$ cat src/rtl/arbitrated_multiplexer_pkg.sv
// Shared constants and helpers for the arbitrated multiplexer.
// Latency: not applicable (declarations only).
// Backpressure: not applicable.
package arbitrated_multiplexer_pkg;

    // Arbitration mode selectors
    localparam int ROUND_ROBIN = 0;
    localparam int FIXED       = 1;

    // Successor of a channel index, wrapping from n-1 back to 0
    function automatic int next_index(input int idx, input int n);
        return (idx + 1 >= n) ? 0 : idx + 1;
    endfunction

endpackage

$ cat src/rtl/arbitrated_multiplexer_rr_arbiter.sv
// Picks one requester: rotating search from ptr, or lowest index in fixed mode.
// Latency: purely combinational.
// Backpressure: en=0 forces an all-zero grant.
module rr_arbiter
    import arbitrated_multiplexer_pkg::*;
#(
    parameter int channels      = 4,
    parameter int priority_mode = ROUND_ROBIN
) (
    input  logic [channels-1:0]         req,
    input  logic [$clog2(channels)-1:0] ptr,
    input  logic                        en,
    output logic [channels-1:0]         grant,
    output logic [$clog2(channels)-1:0] grant_idx
);
    localparam int IDX_W = $clog2(channels);

    logic [IDX_W:0]   cand_w;
    logic [IDX_W-1:0] cand;
    logic             found;

    // Walk the channels in search order and take the first requester
    always_comb begin
        grant     = '0;
        grant_idx = '0;
        found     = 1'b0;
        cand_w    = '0;
        cand      = '0;
        for (int i = 0; i < channels; i++) begin
            if (priority_mode == FIXED) begin
                cand_w = (IDX_W+1)'(i);
            end else begin
                cand_w = {1'b0, ptr} + (IDX_W+1)'(i);
                if (cand_w >= (IDX_W+1)'(channels)) begin
                    cand_w = cand_w - (IDX_W+1)'(channels);
                end
            end
            cand = cand_w[IDX_W-1:0];
            if (en && !found && req[cand]) begin
                found       = 1'b1;
                grant[cand] = 1'b1;
                grant_idx   = cand;
            end
        end
    end

endmodule

$ cat src/rtl/arbitrated_multiplexer.sv
// N-input registered mux with arbitration and sticky request-withdrawal error.
// Latency: one clock from input handshake to o_valid.
// Backpressure: while o_valid & !i_ready the word holds and all o_ready stay 0.
module arbitrated_multiplexer
    import arbitrated_multiplexer_pkg::*;
#(
    parameter int width         = 8,
    parameter int channels      = 4,
    parameter int priority_mode = ROUND_ROBIN
) (
    input  logic                      clk,
    input  logic                      rst,
    input  logic [width*channels-1:0] i_data,
    input  logic [channels-1:0]       i_valid,
    output logic [channels-1:0]       o_ready,
    output logic [width-1:0]          o_data,
    output logic                      o_valid,
    input  logic                      i_ready,
    output logic [channels-1:0]       o_grant,
    output logic                      o_error
);
    localparam int IDX_W = $clog2(channels);

    logic                slot_free;
    logic                arb_en;
    logic [channels-1:0] grant;
    logic [IDX_W-1:0]    grant_idx;
    logic [IDX_W-1:0]    rr_ptr;
    logic [width-1:0]    sel_data;
    logic [channels-1:0] prev_valid;
    logic [channels-1:0] prev_ready;
    logic                withdrawn;

    // The slot can take a word when empty or draining this cycle
    assign slot_free = !o_valid || i_ready;
    assign arb_en    = slot_free && !rst;
    assign o_ready   = grant;

    rr_arbiter #(
        .channels      (channels),
        .priority_mode (priority_mode)
    ) u_arb (
        .req       (i_valid),
        .ptr       (rr_ptr),
        .en        (arb_en),
        .grant     (grant),
        .grant_idx (grant_idx)
    );

    // AND-OR select so unknowns on non-granted lanes are masked off
    always_comb begin
        sel_data = '0;
        for (int k = 0; k < channels; k++) begin
            sel_data = sel_data | ({width{grant[k]}} & i_data[k*width +: width]);
        end
    end

    // A request left unanswered last cycle that is gone now is a violation
    assign withdrawn = |(prev_valid & ~prev_ready & ~i_valid);

    // Output register, arbitration pointer and protocol history
    always_ff @(posedge clk) begin
        if (rst) begin
            o_data     <= '0;
            o_valid    <= 1'b0;
            o_grant    <= '0;
            o_error    <= 1'b0;
            rr_ptr     <= '0;
            prev_valid <= '0;
            prev_ready <= '0;
        end else begin
            if (slot_free) begin
                if (|grant) begin
                    o_data  <= sel_data;
                    o_valid <= 1'b1;
                    o_grant <= grant;
                    if (priority_mode == ROUND_ROBIN) begin
                        rr_ptr <= IDX_W'(next_index(int'(grant_idx), channels));
                    end
                end else begin
                    o_valid <= 1'b0;
                    o_grant <= '0;
                end
            end
            if (withdrawn) begin
                o_error <= 1'b1;
            end
            prev_valid <= i_valid;
            prev_ready <= grant;
        end
    end

endmodule

$ cat config.mk
export PLATFORM = sky130hd
export DESIGN_NAME = arbitrated_multiplexer
export DESIGN_NICKNAME = d
export VERILOG_FILES = /design/src/rtl/arbitrated_multiplexer_pkg.sv /design/src/rtl/arbitrated_multiplexer_rr_arbiter.sv /design/src/rtl/arbitrated_multiplexer.sv
export SDC_FILE = /design/constraint.sdc
export NUM_CORES = 1
export LEC_CHECK = 0
export CORE_MARGIN = 2
export CORE_UTILIZATION = 39
export CTS_CLUSTER_SIZE = 16
export DETAILED_ROUTE_END_ITERATION = 6
export GPL_TIMING_DRIVEN = 0
export PLACE_DENSITY = 0.85
export SLEW_MARGIN = 20
export SYNTH_ARGS = -nofsm -noshare
export SYNTH_HDL_FRONTEND = slang
export SYNTH_SLANG_ARGS = --single-unit
$ cat constraint.sdc
create_clock -name clk -period 3.1 [get_ports clk]
set_clock_uncertainty 0.1 [all_clocks]
set_input_delay 0.31 -clock clk [delete_from_list [all_inputs] [get_ports clk]]
set_output_delay 0.31 -clock clk [all_outputs]
set_load 0.05 [all_outputs]
==> flow_metrics.tcl <==
set metrics [dict create \
    status "finished clean" \
    diodes 0 \
    cts_max_level 1 \
    clockRootBuffer "clkbuf_4" \
    fin_cells 270 \
    syn-mean-instance-area_um2 9.811 \
    routed_via_density 5.585 \
    drtPass1Iterations 6 \
    max_freq_mhz 327.3 \
    power_density_mw_per_mm2 1002 \
    ys.warnings.count 0 \
    min_period_ns 3.056 \
    p_leak_nw 0.9417 \
    cp.required_ns 2.69 \
    clkLatencyLatePin_ns 0.31 \
    syn_inst 145 \
    synth_top_cell_area_share 0.3377 \
    cap_viol_max_count 0 \
    timing.slew.headroom 0.5600 \
    tns_ns 0 \
    drt_wl_total_um 4427 \
    grt_pass1_wl_um 6672 \
    drtAntennaViolNets 0 \
    cts.sinks 24 \
    std_cell_rows 21 \
    tritoncts "yes" \
    antenna_found_initial 0 \
    syn_area_mm2 0.001423 \
    hold_class "input port to flop" \
    initial_core_util 0.4165 \
    cts.path.max_buffers 2 \
    cts_made_buffers 3 \
    cp-startpoint "rr_ptr[1]" \
    placed_cell_area_mm2 0.002046 \
    critPathCaptureType "output pin" \
    rr_startpoint "rr_ptr[1]" \
    grt-ovfl-total 0 \
    grt_max_degree 15 \
    fin_crit_sh 0.9857 \
    yosysUniqueCellTypes 33 \
    dp_hpwl_um 2839 \
    fin_hold_ws_ns 0.2195 \
    ys_ff_latch 24 \
    yosys-top-cells-area "dfxtp_1 34%, a22oi_1 9.0%, a311oi_2 8.4%" \
    final_hold_viol_count 0 \
    core_mm2 0.003416 \
    synth_top_cell_by_area "dfxtp_1" \
    vias 1508 \
    drc_errors 0 \
    synth_nets 190 \
    groute.usage.overall 0.2067 \
    critPathKind "flop to output pin" \
    vdd_drop_max_v 0.0005814 \
    post-place-cells 246 \
    dieWidth_um 64.40 \
    crit_fanout 9 \
    grt_pass1_vias 1488 \
    ys_seq_area_frac 0.3377 \
    fin_util 0.6784 \
    start_kind "flop" \
    io_pins 57 \
    tightestPinTransition_ns 0.6600 \
    area_delta_synth_final_pct 62.88 \
    fin_nets 270 \
    die-area_mm2 0.004147 \
    path_clk_slew_ns 0.13 \
    wl_per_cell_um 16.40 \
    gp_congestion 0.8232 \
    slew_viol_final 0 \
    drt_iter0_markers 91 \
    drive_above_1_share 0.2723 \
    portBuffers 55 \
    critPathArrivalTime_ns 2.65 \
    setup_viol 0 \
    min_from "i_valid[3]" \
    design_area_mm2 0.002317 \
    die_h_um 64.40 \
]
-- critical path: stages (launching register included) --
cell	delay [ns]
dfxtp_2	0.39
buf_6	0.11
inv_2	0.06
ha_4	0.33
mux4_2	0.34
nor2b_4	0.16
a22o_1	0.19
a222oi_1	0.34
buf_4	0.21
inv_4	0.07
buf_8	0.15
-- cell families after synthesis --
group / after synthesis / share of synthesized area
AOI/OAI and AO/OA: 43 / 0.2788
adders and majority gates: 6 / 0.05277
buffers and inverters: 19 / 0.06331
DFF: 24 / 0.3377
and+or+nand+nor: 40 / 0.1416
muxes: 12 / 0.1196
xor gates and xnor gates: 1 / 0.006158
-- layout make-up --
type                            instances  area [um^2]
Tap cell                               46        57.56
Clock inverter                          1        30.03
Multi-Input combinational cell        102        894.6
Clock buffer                            3        22.52
Sequential cell                        24        485.5
Fill cell                             251         1099
Inverter                               12        52.55
Timing Repair Buffer                   76        720.7
Buffer                                  6        53.80
-- cell usage in the layout (no fill, tap or decap), drive strengths merged, types with 4 or more instances in the layout --
cell type and n:
clkdlybuf4s50 51, buf 30, dfxtp 24, a22oi 17, nor2 16, inv 12, nand2 9, a311oi 9
mux2i 8, nor2b 6, ha 6, mux4 4, a22o 4, a222oi 4, clkbuf 4
-- state kept, by name, summed over array words and instances, names as in the netlist --
| register | count |
|---|---|
| o_valid | 1 |
| prev_valid | 4 |
| prev_ready | 4 |
| rr_ptr | 2 |
| o_error | 1 |
| o_data | 8 |
| o_grant | 4 |
-- power by group --
part	total (mW)	internal (mW)	leakage [nW]	switching [mW]
sequential	0.455	0.405	0.199	0.0500
combinational	1.65	0.741	0.715	0.906
clock	0.219	0.131	0.0279	0.0885
-- through the flow --
stage	worst slack, ns	power (mW)
global placement	-0.6907	1.777
detailed placement	-0.7095	1.795
CTS	-0.03536	2.173
floorplan	0.007153	1.444
global route	-0.02803	2.431
finish	0.04424	2.321
-- cells in the mapped netlist (all sizes together) --
master  instances
a222oi          4
a311oi          9
mux4            4
dfxtp          24
xnor2           1
buf             6
and2b           1
nor2           16
o21ai           1
nand3b          1
clkbuf          1
o21a            1
a211o           1
mux2i           8
a211oi          1
o211a           1
nor2b           6
a21oi           3
a22oi          17
nand2b          3
nand4           1
a22o            4
and3            1
inv            12
a31oi           1
nand3           2
ha              6
nand2           9
-- layer usage --
| metal | track usage | share of wire | vias to the layer above | wire length [um] |
|---|---|---|---|---|
| met4 | 0.06649 | 0.019 | 0 | 82 |
| met1 | 0.2334 | 0.39 | 725 | 1744 |
| met5 | 0 | 0 | - | 0 |
| met3 | 0.06162 | 0.067 | 10 | 296 |
| li1 | - | - | 704 | - |
| met2 | 0.3698 | 0.52 | 69 | 2302 |
-- final timing paths --
path	end	slack, ns	cells past startpoint
worst min register to register	o_error	0.37	2
worst max register to register	rr_ptr[1]	0.09	13
worst max-delay path	o_ready[1]	0.04	10
worst min-delay path	prev_valid[3]	0.22	2
-- timing repair --
item                       4_1_cts  5_1_grt
buffers inserted                12        9
gates resized for setup         36        9
pin swaps                        6        3
setup endpoints to repair       15       15
gates cloned                     0        0
hold buffers                     0        0
Note: power is estimated with default switching activity, not from simulation.
==> RTL edit 1 (same flow settings) <==
Set the parameter `width` to 10 (it was 8).
--- a/src/rtl/arbitrated_multiplexer.sv
+++ b/src/rtl/arbitrated_multiplexer.sv
@@ -4,7 +4,7 @@
 module arbitrated_multiplexer
     import arbitrated_multiplexer_pkg::*;
 #(
-    parameter int width         = 8,
+    parameter int width         = 10,
     parameter int channels      = 4,
     parameter int priority_mode = ROUND_ROBIN
 ) (
Ports: changed (resized i_data and o_data); port bits go from 57 to 67. The function was not compared with the original's and may differ.
==> RTL edit 1 against the unedited design <==
  * Count of clock-buffer cells in the layout up 1
  * Synthesized area up 11%
  * Die area up 10%
  * Setup slack better by 15 ps
  * Total power up 9.8%
  * Sequential cell count up 2
  * Final area up 17%
  * Routed wire length up 23%
  * Largest power group unchanged
==> RTL edit 1: results (changes against the unedited design) <==
metric;value;unit;change
WL met2;2.74;mm;was 2.30 mm
critical path fanouts, max;10;;was 9
min-delay src;i_valid[1];;was i_valid[3]
share of layout cells above drive strength 1;30.1;%;was 27.2%
crit path to;rr_ptr[1];;was o_ready[1]
Post-Route WL;5.45;mm;was 4.43 mm
clk_lat worst skew;270;ps;was 310 ps
sequential area share after synthesis;33.0;%;was 33.8%
routed vias/inst;5.76;;was 5.59
most frequent cells after synthesis;dfxtp_1 (26), a22oi_1 (21), nor2_1 (18);;was dfxtp_1 (24), a22oi_1 (17), nor2_1 (16)
maximum vdd drop;0.000532;V;was 0.000581 V
Synth Area in XOR/XNOR;0.556;%;was 0.616%
number of flip-flops under the largest register name;10;;was 8
Pleak;1.02;nW;was 0.942 nW
Relative slew margins;56.3;%;was 56.0%
hold path endpoint;prev_valid[1];;was prev_valid[3]
drt first pass iters;4;;was 6
placed cell count;281;;was 246
status;complete, no violations;;unchanged
met2 Usage GRT;37.7;%;was 37.0%
All-Layer GR Usage;22.6;%;was 20.7%
Area after DPL;0.00229;sq mm;was 0.00205 sq mm
CTS root buffer;clkbuf_8;;was clkbuf_4
mux cell area share after synthesis;14.6;%;was 12.0%
DP HPWL;3.22;mm;was 2.84 mm
Syn Area/Cell;9.49;sq um;was 9.81 sq um
sw frac;46.7;%;was 45.0%
critical path's slowest cell;mux4_2;;was dfxtp_2
area share of fa/ha/maj cells after synthesis;4.77;%;was 5.28%
Routed met3 length;488;um;was 296 um
leading post-synthesis cells by cell area;dfxtp_1 (33%), a22oi_1 (10%), mux2i_1 (8.9%);;was dfxtp_1 (34%), a22oi_1 (9.0%), a311oi_2 (8.4%)
PortBufs;65;;was 55
Compound-Gate Fraction of Synth Area;28.6;%;was 27.9%
## RTL edit 1: changes by cell type in the layout (fill, tap and decap cells not counted), moves of 5 or more
cell,change
a311oi_1,+5
buf_4,+11
clkdlybuf4s50_1,+8
mux2i_2,+5
nand2_1,-8
## RTL edit 1: per-stage QoR
| step | power, W | setup TNS, ps |
|---|---|---|
| 2_1_floorplan | 0.00149 | 0 |
| 3_3_place_gp | 0.00185 | -9860 |
| 5_1_grt | 0.00268 | -107 |
| 4_1_cts | 0.00230 | 0 |
| 6_report | 0.00255 | 0 |
| 3_5_place_dp | 0.00186 | -9780 |
## RTL edit 1: logic make-up after synthesis
group                      Yosys count
AOI/OAI and AO/OA                   58
xor gates and xnor gates             1
adders and majority gates            6
buffers and inverters               17
DFF                                 26
muxes                               20
and+or+nand+nor                     38
## RTL edit 1: worst register-to-register path: stages, from the launching register on
cell        delay [ps]
dfxtp_4            380
clkinvlp_4         120
ha_4               310
mux4_2             360
and2_1             210
mux2i_2            270
o22ai_4            130
or4_1              500
buf_4              180
buf_6              150
a211oi_1           220
## RTL edit 1: area by class of cell
type                    count  area [sq um]
plain buffers              13          98.8
inverters                   3          17.5
multi-input cells         123          1150
fillers                   284          1220
repair buffers             87           811
well taps                  50          62.6
flip-flops and latches     26           528
clock buffers               4          55.1
## RTL edit 1: power by group through the flow
stage                     Sequential [W]  Clock, W  Combinational, W
after floorplan                 0.000706         0          0.000781
after global placement          0.000488         0           0.00136
after detailed placement        0.000490         0           0.00137
after CTS                       0.000486  0.000222           0.00159
after global routing            0.000506  0.000239           0.00193
final                           0.000496  0.000219           0.00183
## RTL edit 1: repair_timing
item | in CTS | in global routing
buffers inserted | 13 | 9
resized for setup | 51 | 28
setup endpoints to repair | 17 | 18
pin swaps | 2 | 6
endpoints found under the hold margin | 0 | 0
==> RTL edit 2 (config.mk and constraints unchanged) <==
Made on the original files. Register the output `o_error` once more, with the module's reset; this adds one clock of latency there. The other outputs are not delayed to match.
--- a/src/rtl/arbitrated_multiplexer.sv
+++ b/src/rtl/arbitrated_multiplexer.sv
@@ -20,6 +20,8 @@
     output logic                      o_error
 );
     localparam int IDX_W = $clog2(channels);
+
+    logic o_error_s0;
 
     logic                slot_free;
     logic                arb_en;
@@ -64,7 +66,7 @@
             o_data     <= '0;
             o_valid    <= 1'b0;
             o_grant    <= '0;
-            o_error    <= 1'b0;
+            o_error_s0 <= 1'b0;
             rr_ptr     <= '0;
             prev_valid <= '0;
             prev_ready <= '0;
@@ -83,12 +85,20 @@
                 end
             end
             if (withdrawn) begin
-                o_error <= 1'b1;
+                o_error_s0 <= 1'b1;
             end
             prev_valid <= i_valid;
             prev_ready <= grant;
         end
     end
 
+    always_ff @(posedge clk) begin
+        if (rst) begin
+            o_error <= '0;
+        end else begin
+            o_error <= o_error_s0;
+        end
+    end
+
 endmodule
 
Function: changed (a bounded check fails within 4 cycles, from zero or initial values and one cycle with rst high).
==> RTL edit 2 against the unedited design <==
  * Routed wire length shrank 3.4%
  * Utilization shrank 3.7 points
  * Synthesized area grew 1.8%
  * Final area shrank 0.22%
  * Total power grew 0.80%
  * First-iteration DRC count grew 44%
  * Setup slack gained 24 ps
  * Sequential cell count grew 1
  * Count of clock-buffer cells in the layout is the same
  * Largest power group unchanged
  * Highest routed layer unchanged
==> RTL edit 2: results (changes against the unedited design) <==
metric;value;unit;change
share of layout cells above drive strength 1;25.4;%;was 27.2%
CTS root buffer;clkbuf_8;;was clkbuf_4
Synth Net Count;192;;was 190
Cell variety after synth;33;;unchanged
clock transition at the registers of the reported paths;80;ps;was 130 ps
DP Worst Slack;-719;ps;was -709 ps
Worst path max stage delay;350;ps;was 390 ps
routability congestion estimate;0.830;;was 0.823
Worst Reg2Reg Path Length in Cells;14;;was 13
status;complete, no violations;;unchanged
clk_lat worst skew;260;ps;was 310 ps
All-Layer GR Usage;20.6;%;was 20.7%
DP HPWL;2.66;mm;was 2.84 mm
Antenna Diode Count;0;;unchanged
CP top delay family;buffers and inverters;;unchanged
ys flop type;dfxtp_1;;unchanged
Post-Route WL;4.28;mm;was 4.43 mm
critical path fanouts, max;6;;was 9
largest net degree at the start of global routing;15;;unchanged
maximum vdd drop;0.000496;V;was 0.000581 V
drt first pass iters;4;;was 6
Async SR Flop Fraction;0;%;unchanged
most frequent cells after synthesis;dfxtp_1 (25), a22oi_1 (17), nor2_1 (16);;was dfxtp_1 (24), a22oi_1 (17), nor2_1 (16)
min-delay src;i_valid[3];;unchanged
sequential area share after synthesis;34.5;%;was 33.8%
via count;1446;;was 1508
CTS Buf Count;3;;unchanged
Fin Hold WS;278;ps;was 220 ps
number of flip-flops under the largest register name;8;;unchanged
flop-to-flop setup slack;70;ps;was 90 ps
worst r2r dst;o_data[1];;was rr_ptr[1]
leading post-synthesis cells by cell area;dfxtp_1 (35%), a22oi_1 (8.8%), a311oi_2 (8.3%);;was dfxtp_1 (34%), a22oi_1 (9.0%), a311oi_2 (8.4%)
Pleak;0.945;nW;was 0.942 nW
Crit Reg-Reg Startpoint;rr_ptr[1];;unchanged
CP Data Arrival Time;3050;ps;was 2650 ps
Relative slew margins;55.5;%;was 56.0%
first-pass GRT wire length;6.69;mm;was 6.67 mm
number of DRC markers in iteration 0;131;;was 91
critical path's slowest cell;dfxtp_2;;unchanged
-- RTL edit 2: changes by cell type after synthesis, sizes merged --
cell / before / now
nor2b: 6 / 7
dfxtp: 24 / 25
-- RTL edit 2: worst reg2reg max path: cells and delay by family (launching register included) --
family | cells | cell delay [ps]
buffers and inverters | 6 | 770
AOI/OAI and AO/OA | 3 | 580
and+or+nand+nor | 3 | 500
DFF | 1 | 350
muxes | 1 | 320
adders and majority gates | 1 | 260
-- RTL edit 2: per-stage QoR --
stage          std cells  utilization [%]  power, W  setup TNS [ps]  area (sq um)
6_report             272             64.1   0.00234               0          2310
5_1_grt              272             64.1   0.00248           -46.4          2310
3_5_place_dp         250             57.5   0.00180           -7060          2070
3_3_place_gp         250             57.5   0.00178           -6980          2070
2_1_floorplan        147                -   0.00146               0          1460
4_1_cts              269             62.9   0.00224               0          2270
-- RTL edit 2: final cells by class --
type / count / area, sq um
multi-input cells: 103 / 883
repair buffers: 74 / 722
plain buffers: 6 / 50.0
well taps: 48 / 60.1
flip-flops and latches: 25 / 505
clock inverters: 1 / 5.00
clock buffers: 3 / 41.3
fillers: 278 / 1290
inverters: 12 / 45.0
-- RTL edit 2: layer usage --
| metal | track usage (%) | part of all wire [%] |
|---|---|---|
| met5 | 0 | 0 |
| met4 | 6.65 | 2.4 |
| met3 | 5.21 | 5.4 |
| met2 | 36.2 | 50 |
| met1 | 24.5 | 42 |
-- RTL edit 2: timing repair --
item | 4_1_cts | 5_1_grt
pin swaps | 6 | 3
resized for setup | 30 | 8
buffers inserted | 14 | 4
endpoints found under the setup margin | 15 | 15
gates cloned | 1 | 0
-- RTL edit 2: worst max-delay path by stage --
stage	start	to	slack, ps	cells after the start
floorplan	rr_ptr[0]	rr_ptr[1]	7	12
detailed placement	i_valid[2]	o_ready[1]	-720	7
global route	rr_ptr[1]	rr_ptr[1]	-10	14
global placement	i_valid[2]	o_ready[1]	-710	7
finish	rr_ptr[1]	o_data[1]	70	14
CTS	rr_ptr[0]	o_ready[0]	8	11
-- RTL edit 2: logic make-up after synthesis --
group	share of synthesized area [%]
AOI/OAI and AO/OA	27.4
xor gates and xnor gates	0.605
adders and majority gates	5.18
buffers and inverters	6.22
DFF	34.5
muxes	11.7
and+or+nand+nor	14.3
-- RTL edit 2: power by group --
part	switching, W	leakage (nW)	internal, W
Combinational	0.000899	0.712	0.000782
Sequential	0.0000511	0.207	0.000419
Clock	0.0000981	0.0255	0.0000897
Total	0.00105	0.945	0.00129
